--- src/rtl/cic_ctrl_pkg.sv ---
// Shared types and constants for the CIC sequencing controller.
package cic_ctrl_pkg;

  localparam int DEC_MAX = 4;
  localparam int DEC_W   = 3;
  localparam int CNT_W   = 5;

  typedef enum logic [1:0] {
    ST_IDLE,
    ST_CLEAR,
    ST_FILL,
    ST_RUN
  } state_e;

  // Decimation factor D = 1 << log2(D); legal dec (0..4) fits in CNT_W bits.
  function automatic logic [CNT_W-1:0] dec_factor(input logic [DEC_W-1:0] dec);
    return CNT_W'(1) << dec;
  endfunction

endpackage

--- src/rtl/cic_ctrl_if.sv ---
// Configuration/status bundle between the config space, cic_ctrl and the CIC filter.
// CIC_CTRL_STATUS_EN adds the sample_cnt status signal.
interface cic_ctrl_if;
  import cic_ctrl_pkg::*;

  logic             cfg_wr;
  logic [DEC_W-1:0] cfg_dec;
  logic             cfg_bypass;
  logic             cfg_en;
  logic             in_valid;
  logic             cfg_busy;
  logic             cfg_err;
  logic             cic_en;
  logic             cic_bypass;
  logic [DEC_W-1:0] cic_dec;
  logic             cic_clr;
  logic             out_valid;
`ifdef CIC_CTRL_STATUS_EN
  logic [15:0]      sample_cnt;
`endif

  modport master (
    output cfg_wr, cfg_dec, cfg_bypass, cfg_en, in_valid,
`ifdef CIC_CTRL_STATUS_EN
    input  sample_cnt,
`endif
    input  cfg_busy, cfg_err, cic_en, cic_bypass, cic_dec, cic_clr, out_valid
  );

  modport slave (
    input  cfg_wr, cfg_dec, cfg_bypass, cfg_en, in_valid,
`ifdef CIC_CTRL_STATUS_EN
    output sample_cnt,
`endif
    output cfg_busy, cfg_err, cic_en, cic_bypass, cic_dec, cic_clr, out_valid
  );

endinterface

--- src/rtl/cic_ctrl_phase_cnt.sv ---
// cic_phase_cnt: 5-bit counter with programmable wrap value and terminal-count pulse.
module cic_phase_cnt
  import cic_ctrl_pkg::*;
(
  input  logic             clk,
  input  logic             rst,
  input  logic             clr_i,
  input  logic             inc_i,
  input  logic [CNT_W-1:0] wrap_i,
  output logic             tc_o
);

  logic [CNT_W-1:0] cnt_q, cnt_d;

  assign tc_o = inc_i && (cnt_q == wrap_i);

  always_comb begin
    cnt_d = cnt_q;
    if (clr_i || tc_o) cnt_d = '0;
    else if (inc_i)    cnt_d = cnt_q + CNT_W'(1);
  end

  always_ff @(posedge clk) begin
    if (rst) cnt_q <= '0;
    else     cnt_q <= cnt_d;
  end

endmodule

--- src/rtl/cic_ctrl.sv ---
// CIC sequencing controller: shadow config, IDLE/CLEAR/FILL/RUN flush FSM, decimated valid strobe.
// Define CIC_CTRL_STATUS_EN to add the 16-bit output sample counter.
module cic_ctrl
  import cic_ctrl_pkg::*;
#(
  parameter int LAT        = 4,
  parameter int BYP_LAT    = 1,
  parameter int CLR_CYCLES = 2
) (
  input logic       clk,
  input logic       rst,
  cic_ctrl_if.slave bus
);

  localparam int CLR_W = (CLR_CYCLES > 1) ? $clog2(CLR_CYCLES) : 1;

  state_e           state_q;
  logic             en_q, byp_q, err_q;
  logic [DEC_W-1:0] dec_q;
  logic [CLR_W-1:0] clr_cnt_q;
  logic [BYP_LAT:1] dly_q;

  logic             dec_ok, wr_ok, go_clr, live, en_w, in_clr;
  logic             fill_inc, fill_tc, ph_inc, ph_tc, ov;
  logic [CNT_W-1:0] fill_wrap, ph_wrap;

  assign dec_ok = bus.cfg_dec <= DEC_W'(DEC_MAX);
  assign wr_ok  = bus.cfg_wr && dec_ok;
  assign go_clr = wr_ok && bus.cfg_en;
  assign live   = (state_q == ST_FILL) || (state_q == ST_RUN);
  assign en_w   = live && en_q && bus.in_valid;
  assign in_clr = (state_q == ST_CLEAR);

  // Bypassed filter has a fixed cycle latency, so fill counts cycles instead of samples.
  // Otherwise the transition pulse lands on the first valid after LAT+D accepted samples.
  assign fill_inc  = (state_q == ST_FILL) && (byp_q || bus.in_valid);
  assign fill_wrap = byp_q ? CNT_W'(BYP_LAT - 1) : CNT_W'(LAT) + dec_factor(dec_q);
  assign ph_inc    = (state_q == ST_RUN) && !byp_q && bus.in_valid;
  assign ph_wrap   = dec_factor(dec_q) - CNT_W'(1);

  cic_phase_cnt u_fill (
    .clk    (clk),
    .rst    (rst),
    .clr_i  (in_clr),
    .inc_i  (fill_inc),
    .wrap_i (fill_wrap),
    .tc_o   (fill_tc)
  );

  cic_phase_cnt u_phase (
    .clk    (clk),
    .rst    (rst),
    .clr_i  (in_clr),
    .inc_i  (ph_inc),
    .wrap_i (ph_wrap),
    .tc_o   (ph_tc)
  );

  // An accepted write restarts the sequence, so the old configuration never emits on that cycle.
  always_comb begin
    ov = 1'b0;
    if (byp_q) ov = (state_q == ST_RUN) && dly_q[BYP_LAT];
    else       ov = ((state_q == ST_FILL) && fill_tc) || ph_tc;
    if (wr_ok) ov = 1'b0;
  end

  always_ff @(posedge clk) begin
    if (rst) begin
      state_q   <= ST_IDLE;
      en_q      <= 1'b0;
      byp_q     <= 1'b0;
      dec_q     <= '0;
      err_q     <= 1'b0;
      clr_cnt_q <= '0;
    end else begin
      err_q <= bus.cfg_wr && !dec_ok;
      if (wr_ok) begin
        en_q      <= bus.cfg_en;
        byp_q     <= bus.cfg_bypass;
        dec_q     <= bus.cfg_dec;
        clr_cnt_q <= '0;
        state_q   <= bus.cfg_en ? ST_CLEAR : ST_IDLE;
      end else begin
        case (state_q)
          ST_CLEAR: begin
            if (clr_cnt_q == CLR_W'(CLR_CYCLES - 1)) state_q <= ST_FILL;
            else clr_cnt_q <= clr_cnt_q + CLR_W'(1);
          end
          ST_FILL:  if (fill_tc) state_q <= ST_RUN;
          default:  ;
        endcase
      end
    end
  end

  // Bypass valid delay line; dly_q[k] is cic_en from k cycles ago.
  always_ff @(posedge clk) begin
    if (rst || in_clr) begin
      dly_q <= '0;
    end else begin
      dly_q[1] <= en_w;
      for (int i = 2; i <= BYP_LAT; i++) dly_q[i] <= dly_q[i-1];
    end
  end

`ifdef CIC_CTRL_STATUS_EN
  logic [15:0] smp_q, smp_d;

  always_comb begin
    smp_d = smp_q;
    if (go_clr)  smp_d = '0;
    else if (ov) smp_d = smp_q + 16'd1;
  end

  always_ff @(posedge clk) begin
    if (rst) smp_q <= '0;
    else     smp_q <= smp_d;
  end

  assign bus.sample_cnt = smp_q;
`endif

  assign bus.cfg_busy   = in_clr || (state_q == ST_FILL);
  assign bus.cfg_err    = err_q;
  assign bus.cic_en     = en_w;
  assign bus.cic_bypass = byp_q;
  assign bus.cic_dec    = dec_q;
  assign bus.cic_clr    = in_clr;
  assign bus.out_valid  = ov;

endmodule
--- src/flat_wrapper.sv ---
// flat-port wrapper written by rule: the top's interface ports become plain ports
module cic_ctrl_flat import cic_ctrl_pkg::*;
#(
  parameter int LAT        = 4,
  parameter int BYP_LAT    = 1,
  parameter int CLR_CYCLES = 2
)
  (clk, rst, bus_cfg_wr, bus_cfg_dec, bus_cfg_bypass, bus_cfg_en, bus_in_valid, bus_cfg_busy, bus_cfg_err, bus_cic_en, bus_cic_bypass, bus_cic_dec, bus_cic_clr, bus_out_valid);
  cic_ctrl_if bus_i ();
  input logic clk;
  input logic rst;
  input wire logic [$bits(bus_i.cfg_wr)-1:0] bus_cfg_wr;
  input wire logic [$bits(bus_i.cfg_dec)-1:0] bus_cfg_dec;
  input wire logic [$bits(bus_i.cfg_bypass)-1:0] bus_cfg_bypass;
  input wire logic [$bits(bus_i.cfg_en)-1:0] bus_cfg_en;
  input wire logic [$bits(bus_i.in_valid)-1:0] bus_in_valid;
  output wire logic [$bits(bus_i.cfg_busy)-1:0] bus_cfg_busy;
  output wire logic [$bits(bus_i.cfg_err)-1:0] bus_cfg_err;
  output wire logic [$bits(bus_i.cic_en)-1:0] bus_cic_en;
  output wire logic [$bits(bus_i.cic_bypass)-1:0] bus_cic_bypass;
  output wire logic [$bits(bus_i.cic_dec)-1:0] bus_cic_dec;
  output wire logic [$bits(bus_i.cic_clr)-1:0] bus_cic_clr;
  output wire logic [$bits(bus_i.out_valid)-1:0] bus_out_valid;
  assign bus_i.cfg_wr = bus_cfg_wr;
  assign bus_i.cfg_dec = bus_cfg_dec;
  assign bus_i.cfg_bypass = bus_cfg_bypass;
  assign bus_i.cfg_en = bus_cfg_en;
  assign bus_i.in_valid = bus_in_valid;
  assign bus_cfg_busy = bus_i.cfg_busy;
  assign bus_cfg_err = bus_i.cfg_err;
  assign bus_cic_en = bus_i.cic_en;
  assign bus_cic_bypass = bus_i.cic_bypass;
  assign bus_cic_dec = bus_i.cic_dec;
  assign bus_cic_clr = bus_i.cic_clr;
  assign bus_out_valid = bus_i.out_valid;
  cic_ctrl #(.LAT(LAT), .BYP_LAT(BYP_LAT), .CLR_CYCLES(CLR_CYCLES)) u_core (.clk(clk), .rst(rst), .bus(bus_i));
endmodule
--- config.mk ---
export PLATFORM = sky130hd
export DESIGN_NAME = cic_ctrl_flat
export DESIGN_NICKNAME = d
export VERILOG_FILES = /design/src/rtl/cic_ctrl_pkg.sv /design/src/rtl/cic_ctrl_if.sv /design/src/rtl/cic_ctrl_phase_cnt.sv /design/src/rtl/cic_ctrl.sv /design/src/flat_wrapper.sv
export SDC_FILE = /design/constraint.sdc
export NUM_CORES = 1
export LEC_CHECK = 0
export CORE_MARGIN = 5
export CORE_UTILIZATION = 40
export DETAILED_ROUTE_END_ITERATION = 6
export DONT_BUFFER_PORTS = 1
export PLACE_DENSITY = 0.57
export SLEW_MARGIN = 20
export SYNTH_ARGS = -nofsm -noshare
export SYNTH_HDL_FRONTEND = slang
export SYNTH_SLANG_ARGS = --single-unit
--- constraint.sdc ---
create_clock -name clk -period 2.2 [get_ports clk]
set_clock_uncertainty 0.15 [all_clocks]
set_input_delay 0.44 -clock clk [delete_from_list [all_inputs] [get_ports clk]]
set_output_delay 0.44 -clock clk [all_outputs]
set_load 0.1 [all_outputs]
==> metrics.csv, run 1 <==
stage;metric;value;unit
cts;total clock sinks;20;
route;initial drt markers;36;
pwr;Comb power frac;0.239;
yosys;#FFs+latches synth;20;
yosys;sequential area share after synthesis;0.350;
floorplan;Core Area;2760;µm²
pwr;switching part of the total power;0.324;
yosys;most common cell in the netlist;nor2_1;
placed_design;gp weighted congestion;0.730;
pwr;power share of the clock group;0.241;
worst_setup_path;critical path's slowest cell;dfxtp_4;
yosys;Async SR Flop Fraction;0;
layout;Ant. Diodes;0;
pwr;VDD IR max;399;µV
run;maxcap violations;0;
route;Routed WL;2.64;mm
floorplan;die height;63.5;µm
timing;Final setup viols;1;
worst_setup_path;CP Buf/Inv Count;1;
yosys;syn_area_per_cell;8.01;µm²
timing;Fmax achieved;0.393;GHz
route;WL/cell;13.4;µm
global_routing;total track usage;0.133;
timing;Slew HR;0.803;
worst_setup_path;Worst Path Max Fanout;7;
placed_design;post-DP HPWL;1.93;mm
cts;hold buffers post-CTS;0;
timing;setup TNS;-343;ps
global_routing;vias in the first global route;1036;
layout;fin util;0.529;
worst_setup_path;arrival time at the worst endpoint;1950;ps
route;routed vias;1068;
cts;root buf cell;clkbuf_4;
floorplan;Die Area;4030;µm²
route;via/cell ratio;5.45;
cts;clk slew on worst S/H paths;110;ps
yosys;post-synth top area share;0.350;
worst_setup_path;critical path, cell by cell;buf_12 > nor3_2 > xor2_1 > o2111ai_2 > nor2_1 > o311a_4;
worst_setup_path;worst reg2reg path depth;8;
floorplan;Initial Util;0.415;
pwr;Switching Power;0.239;mW
layout;multi-input logic area;758;µm²
timing;Max Slew Vio Count;0;
timing;worst slew pin tran;295;ps
yosys;dominant synthesized flop cell;dfxtp_1;
route;Pre-antenna DRT Iters;4;
worst_setup_path;crit-path leading delay family;compound AO/OA/AOI/OAI gates;
timing;Hold Vio Cnt, Final;0;
floorplan;num rows;19;
pwr;P_leak;0.604;nW
cts;CTS max path bufs;2;
floorplan;chip width;63.5;µm
global_routing;GR Layer Usage met3;0.0320;
global_routing;largest net degree at the start of global routing;15;
worst_setup_path;RR Endpoint;u_core.u_phase.cnt_q[2];
worst_setup_path;reg2reg setup slack;240;ps
global_routing;met1 global-route usage;0.171;
global_routing;first-pass GRT wire length;4.44;mm
worst_setup_path;CP Capture Point;bus_out_valid;
outcome;status;complete, but fails checks;
layout;layout cell share with drive strength beyond 1;0.297;
layout;register area;417;µm²
cts;htree depth;1;
route;post-route ant nets;0;
yosys;top post-synthesis cells by area;dfxtp_1 35%, nor2_1 6.9%, xor2_1 6.1%, nand2_1 5.9%, ha_1 5.5%;
outcome;failing checks;setup timing;
global_routing;total grt overflow;0;
timing;unrepaired setup endpoints after global routing;yes;
timing;WHS;38.5;ps
worst_setup_path;Max stage delay on crit path;400;ps
yosys;Synth top cells by count;21 x nor2_1, 20 x dfxtp_1, 18 x nand2_1;
worst_setup_path;Crit. Startpoint;u_core.bus.cic_dec[1];
pwr;P_int;0.499;mW
layout;NumNets Final;180;
timing;Final min period;2540;ps
yosys;cell count after synthesis;143;
yosys;syn_nets;157;
cts;number of buffers created by CTS;3;
worst_setup_path;crit start category;flip-flop;
cts;Skew-Pair Late Insertion Delay;300;ps
worst_setup_path;CP Data Required Time;1610;ps
worst_hold_path;worst min-delay path class;in -> reg;
yosys;post-synth cell types;37;
yosys;synth warn;0;
worst_setup_path;Worst path depth;6;
worst_setup_path;worst r2r src;u_core.bus.cic_dec[1];
yosys;number of flops mapped to enable cells by yosys;0;
layout;area delta synth->final;27.4;%
timing;period utilization;1.16;
timing;Final WS setup;-343;ps
route;DRC;0;
global_routing;antenna violations before repair;0;
cts;TritonCTS clock tree;yes;
yosys;Syn Std Cell Area;1140;µm²
placed_design;IO buf count;0;
global_routing;GRT met2 Usage;0.214;
pwr;Sequential Power Share;0.520;
layout;fillers;274;
yosys;Synth area leader;dfxtp_1;
floorplan;# IOs;18;
global_routing;global routing's busiest layer;met2;
worst_setup_path;crit end category;primary output;
pwr;pwr dens;506;nW/µm²
worst_setup_path;critical setup path kind;reg -> out;
[repair_timing]
item / 4_1_cts / 5_1_grt
setup buffers: 2 / 5
pin swaps: 3 / 4
endpoints found under the setup margin: 1 / 1
resized for setup: 7 / 6
[power by group through the flow]
stage | Sequential (mW) | Combinational [mW] | Clock (mW)
3_3_place_gp | 0.392 | 0.153 | 0
5_1_grt | 0.387 | 0.188 | 0.204
2_1_floorplan | 0.421 | 0.106 | 0
3_5_place_dp | 0.393 | 0.153 | 0
4_1_cts | 0.386 | 0.162 | 0.186
6_report | 0.384 | 0.176 | 0.178
[per-layer routing]
| metal | wire (µm) | vias to the layer above |
|---|---|---|
| met1 | 1280 | 506 |
| met4 | 31 | 0 |
| met5 | 0 | - |
| met2 | 1200 | 17 |
| li1 | - | 541 |
| met3 | 124 | 4 |
[cells by family (layout without fill, tap and decap cells)]
logic type | Yosys count | after routing | share of synthesized area
and+or+nand+nor | 67 | 67 | 0.295
muxes | 2 | 2 | 0.0175
xor gates and xnor gates | 10 | 10 | 0.0765
DFF | 20 | 20 | 0.350
AOI/OAI and AO/OA | 27 | 27 | 0.155
adders and majority gates | 5 | 5 | 0.0546
buffers and inverters | 12 | 34 | 0.0514
[through the flow]
| step | setup WS [ps] | instances | power [mW] | instance area [µm²] |
|---|---|---|---|---|
| after floorplan | -136 | 143 | 0.527 | 1200 |
| after global placement | 53.7 | 185 | 0.545 | 1320 |
| after detailed placement | 43.3 | 185 | 0.546 | 1320 |
| after CTS | -300 | 191 | 0.733 | 1390 |
| after global routing | -432 | 196 | 0.778 | 1460 |
| final | -343 | 196 | 0.738 | 1460 |
[sequential cells by signal, indices dropped and copies added, names as in the netlist]
name                   flops
u_core.u_fill.cnt_q        5
u_core.u_phase.cnt_q       5
u_core.bus.cic_dec         3
u_core.state_q             2
u_core.bus.cfg_err         1
u_core.bus.cic_bypass      1
u_core.clr_cnt_q           1
u_core.dly_q               1
u_core.en_q                1
[layout by cell type, fill, tap and decap left out, types with 2 or more instances in the layout]
| cell type | n |
|---|---|
| a211oi_1 | 2 |
| a21oi_1 | 8 |
| and2_1 | 2 |
| buf_4 | 22 |
| clkbuf_4 | 3 |
| dfxtp_1 | 15 |
| dfxtp_4 | 4 |
| ha_1 | 5 |
| inv_1 | 6 |
| mux2i_1 | 2 |
| nand2_1 | 18 |
| nand4_1 | 5 |
| nor2_1 | 19 |
| nor2_4 | 2 |
| nor2b_1 | 2 |
| nor3_1 | 5 |
| nor3_2 | 2 |
| nor3b_1 | 2 |
| o211a_1 | 2 |
| o21ai_0 | 4 |
| o21ai_1 | 2 |
| xnor2_1 | 2 |
| xor2_1 | 8 |
[how the worst min path moves through the flow]
stage / startpoint / endpoint / slack, ps / depth (start not counted)
after floorplan: u_core.en_q / u_core.en_q / 290 / 2
after global placement: u_core.en_q / u_core.en_q / 290 / 2
after detailed placement: u_core.en_q / u_core.en_q / 300 / 2
after CTS: rst / u_core.bus.cic_dec[0] / 30 / 1
after global routing: rst / u_core.bus.cic_dec[1] / 20 / 1
final: rst / u_core.bus.cic_dec[1] / 40 / 1
[layout make-up]
type | count | area share
clock buffer | 4 | 0.0180
sequential | 20 | 0.286
inverter | 6 | 0.0154
timing repair buffer | 24 | 0.135
multi-input combinational | 111 | 0.520
tap | 31 | 0.0266
Power figures use the tool's default switching activity.
==> inputs of run 2 (changes only) <==
Settings changed: CTS_BUF_LIST set to sky130_fd_sc_hd__clkbuf_8, MAX_ROUTING_LAYER set to met4.
==> metrics.csv, run 2 (same netlist as run 1, synthesis figures left out) <==
stage;metric;value;unit;change
worst_setup_path;worst reg2reg path depth;8;;unchanged
worst_setup_path;CP Buf/Inv Count;1;;unchanged
timing;Final min period;2500;ps;-45.2 ps
outcome;status;complete, but fails checks;;
cts;hold buffers post-CTS;0;;unchanged
worst_setup_path;critical path's slowest cell;o311a_4;;
cts;TritonCTS clock tree;yes;;
placed_design;gp weighted congestion;0.739;;+1.2%
worst_setup_path;crit end category;primary output;;
worst_setup_path;critical path, cell by cell;buf_12 > nor3_2 > xor2_1 > o2111ai_2 > nor2_1 > o311a_4;;
worst_hold_path;WHS Endpoint;u_core.bus.cic_dec[1];;
floorplan;chip width;63.5;µm;unchanged
global_routing;largest net degree at the start of global routing;15;;unchanged
timing;worst slew pin tran;295;ps;+0.0466 ps
global_routing;first-pass GRT wire length;4.51;mm;+1.6%
timing;Max Slew Vio Count;0;;unchanged
worst_setup_path;CP Data Required Time;1610;ps;about the same
cts;Skew-Pair Late Insertion Delay;260;ps;-40 ps
timing;period utilization;1.14;;-0.0205
cts;clk slew on worst S/H paths;70;ps;-40 ps
worst_setup_path;crit start category;flip-flop;;
placed_design;IO buf count;0;;unchanged
worst_hold_path;worst min-delay path class;in -> reg;;
pwr;P_leak;0.622;nW;+3.0%
floorplan;num rows;19;;unchanged
global_routing;antenna violations before repair;0;;unchanged
pwr;pwr dens;538;nW/µm²;+6.4%
worst_setup_path;arrival time at the worst endpoint;1910;ps;-40 ps
floorplan;die height;63.5;µm;unchanged
layout;Ant. Diodes;0;;unchanged
floorplan;# IOs;18;;unchanged
cts;number of buffers created by CTS;3;;unchanged
run;maxcap violations;0;;unchanged
route;initial drt markers;39;;+8.3%
cts;root buf cell;clkbuf_8;;
worst_setup_path;Max stage delay on crit path;390;ps;about the same
route;Pre-antenna DRT Iters;4;;unchanged
worst_setup_path;critical setup path kind;reg -> out;;
global_routing;vias in the first global route;1039;;+0.29%
placed_design;post-DP HPWL;1.93;mm;unchanged
route;post-route ant nets;0;;unchanged
worst_hold_path;Hold Path Stages;1;;unchanged
layout;NumNets Final;181;;+0.56%
worst_setup_path;Worst Path Max Fanout;7;;unchanged
worst_setup_path;crit-path leading delay family;compound AO/OA/AOI/OAI gates;;
layout;area delta synth->final;30.6;%;
cts;total clock sinks;20;;unchanged
worst_setup_path;reg2reg setup slack;240;ps;about the same
worst_setup_path;RR Endpoint;u_core.u_phase.cnt_q[2];;
timing;Final WS setup;-298;ps;+45.2 ps
timing;Fmax achieved;0.400;GHz;+1.8%
timing;Hold Vio Cnt, Final;0;;unchanged
cts;htree depth;1;;unchanged
route;routed vias;1074;;+0.56%
route;Routed WL;2.75;mm;+4.3%
global_routing;total grt overflow;0;;unchanged
timing;unrepaired setup endpoints after global routing;yes;;
route;WL/cell;13.9;µm;+3.7%
pwr;Pwr Total;0.805;mW;+9.0%
worst_setup_path;worst r2r src;u_core.bus.cic_dec[1];;
route;DRC;0;;unchanged
layout;most frequent cells in the layout;23 x buf_4, 18 x nor2_1, 18 x nand2_1, 15 x dfxtp_1, 8 x xor2_1;;
global_routing;total track usage;0.141;;+0.00847
layout;layout cell share with drive strength beyond 1;0.319;;+0.0223
pwr;VDD IR max;420;µV;+5.1%
route;via/cell ratio;5.45;;about the same
floorplan;Initial Util;0.415;;unchanged
timing;Final setup viols;1;;unchanged
floorplan;Core Area;2760;µm²;unchanged
outcome;failing checks;setup timing;;
timing;setup TNS;-298;ps;+45.2 ps
floorplan;Die Area;4030;µm²;unchanged
worst_hold_path;hold path start;rst;;
timing;Slew HR;0.803;;about the same
layout;most common cell after layout, fill and taps aside;buf_4;;
cts;CTS max path bufs;2;;unchanged
[run 2: per-layer routing]
layer  vias up  GRT usage  wire length (µm)
met5         -          -                 0
li1        542          -                 -
met1       504      0.174              1290
met4         0     0.0623                41
met3         4     0.0320               123
met2        24      0.220              1290
[run 2: layout make-up]
class,count,area [µm²]
Timing Repair Buffer,25,204
Sequential cell,20,417
Tap cell,31,38.8
Multi-Input combinational cell,111,768
Fill cell,278,1260
Clock inverter,1,3.75
Clock buffer,3,41.3
Inverter,6,22.5
[run 2: where the power goes]
part	internal (mW)	switching (mW)	leakage, nW	total [mW]
clock network	0.124	0.116	0.0269	0.240
registers	0.370	0.0149	0.165	0.384
logic	0.0609	0.119	0.429	0.180
[run 2: timing repair]
| action | 4_1_cts | 5_1_grt |
|---|---|---|
| cloned | 0 | 0 |
| pin swaps | 3 | 4 |
| setup buffers | 2 | 6 |
| endpoints found under the setup margin | 1 | 1 |
| gates resized for setup | 7 | 9 |
[run 2: how the worst max path moves through the flow]
stage	start	to	slack [ps]	cells after the start
5_1_grt	u_core.bus.cic_dec[1]	bus_out_valid	-360	6
6_report	u_core.bus.cic_dec[1]	bus_out_valid	-300	6
4_1_cts	u_core.bus.cic_dec[2]	bus_out_valid	-240	5
3_3_place_gp	u_core.bus.cic_dec[2]	bus_out_valid	50	6
3_5_place_dp	u_core.bus.cic_dec[2]	bus_out_valid	40	5
2_1_floorplan	u_core.bus.cic_dec[0]	bus_out_valid	-140	6
[run 2: through the flow]
step	util	hold WS (ps)	setup WS, ps	instances	area (µm²)
CTS	0.511	79.0	-244	191	1410
floorplan	-	286	-136	143	1200
global route	0.542	74.7	-363	197	1500
finish	0.542	86.0	-298	197	1500
global placement	0.479	291	53.7	185	1320
detailed placement	0.479	296	43.3	185	1320
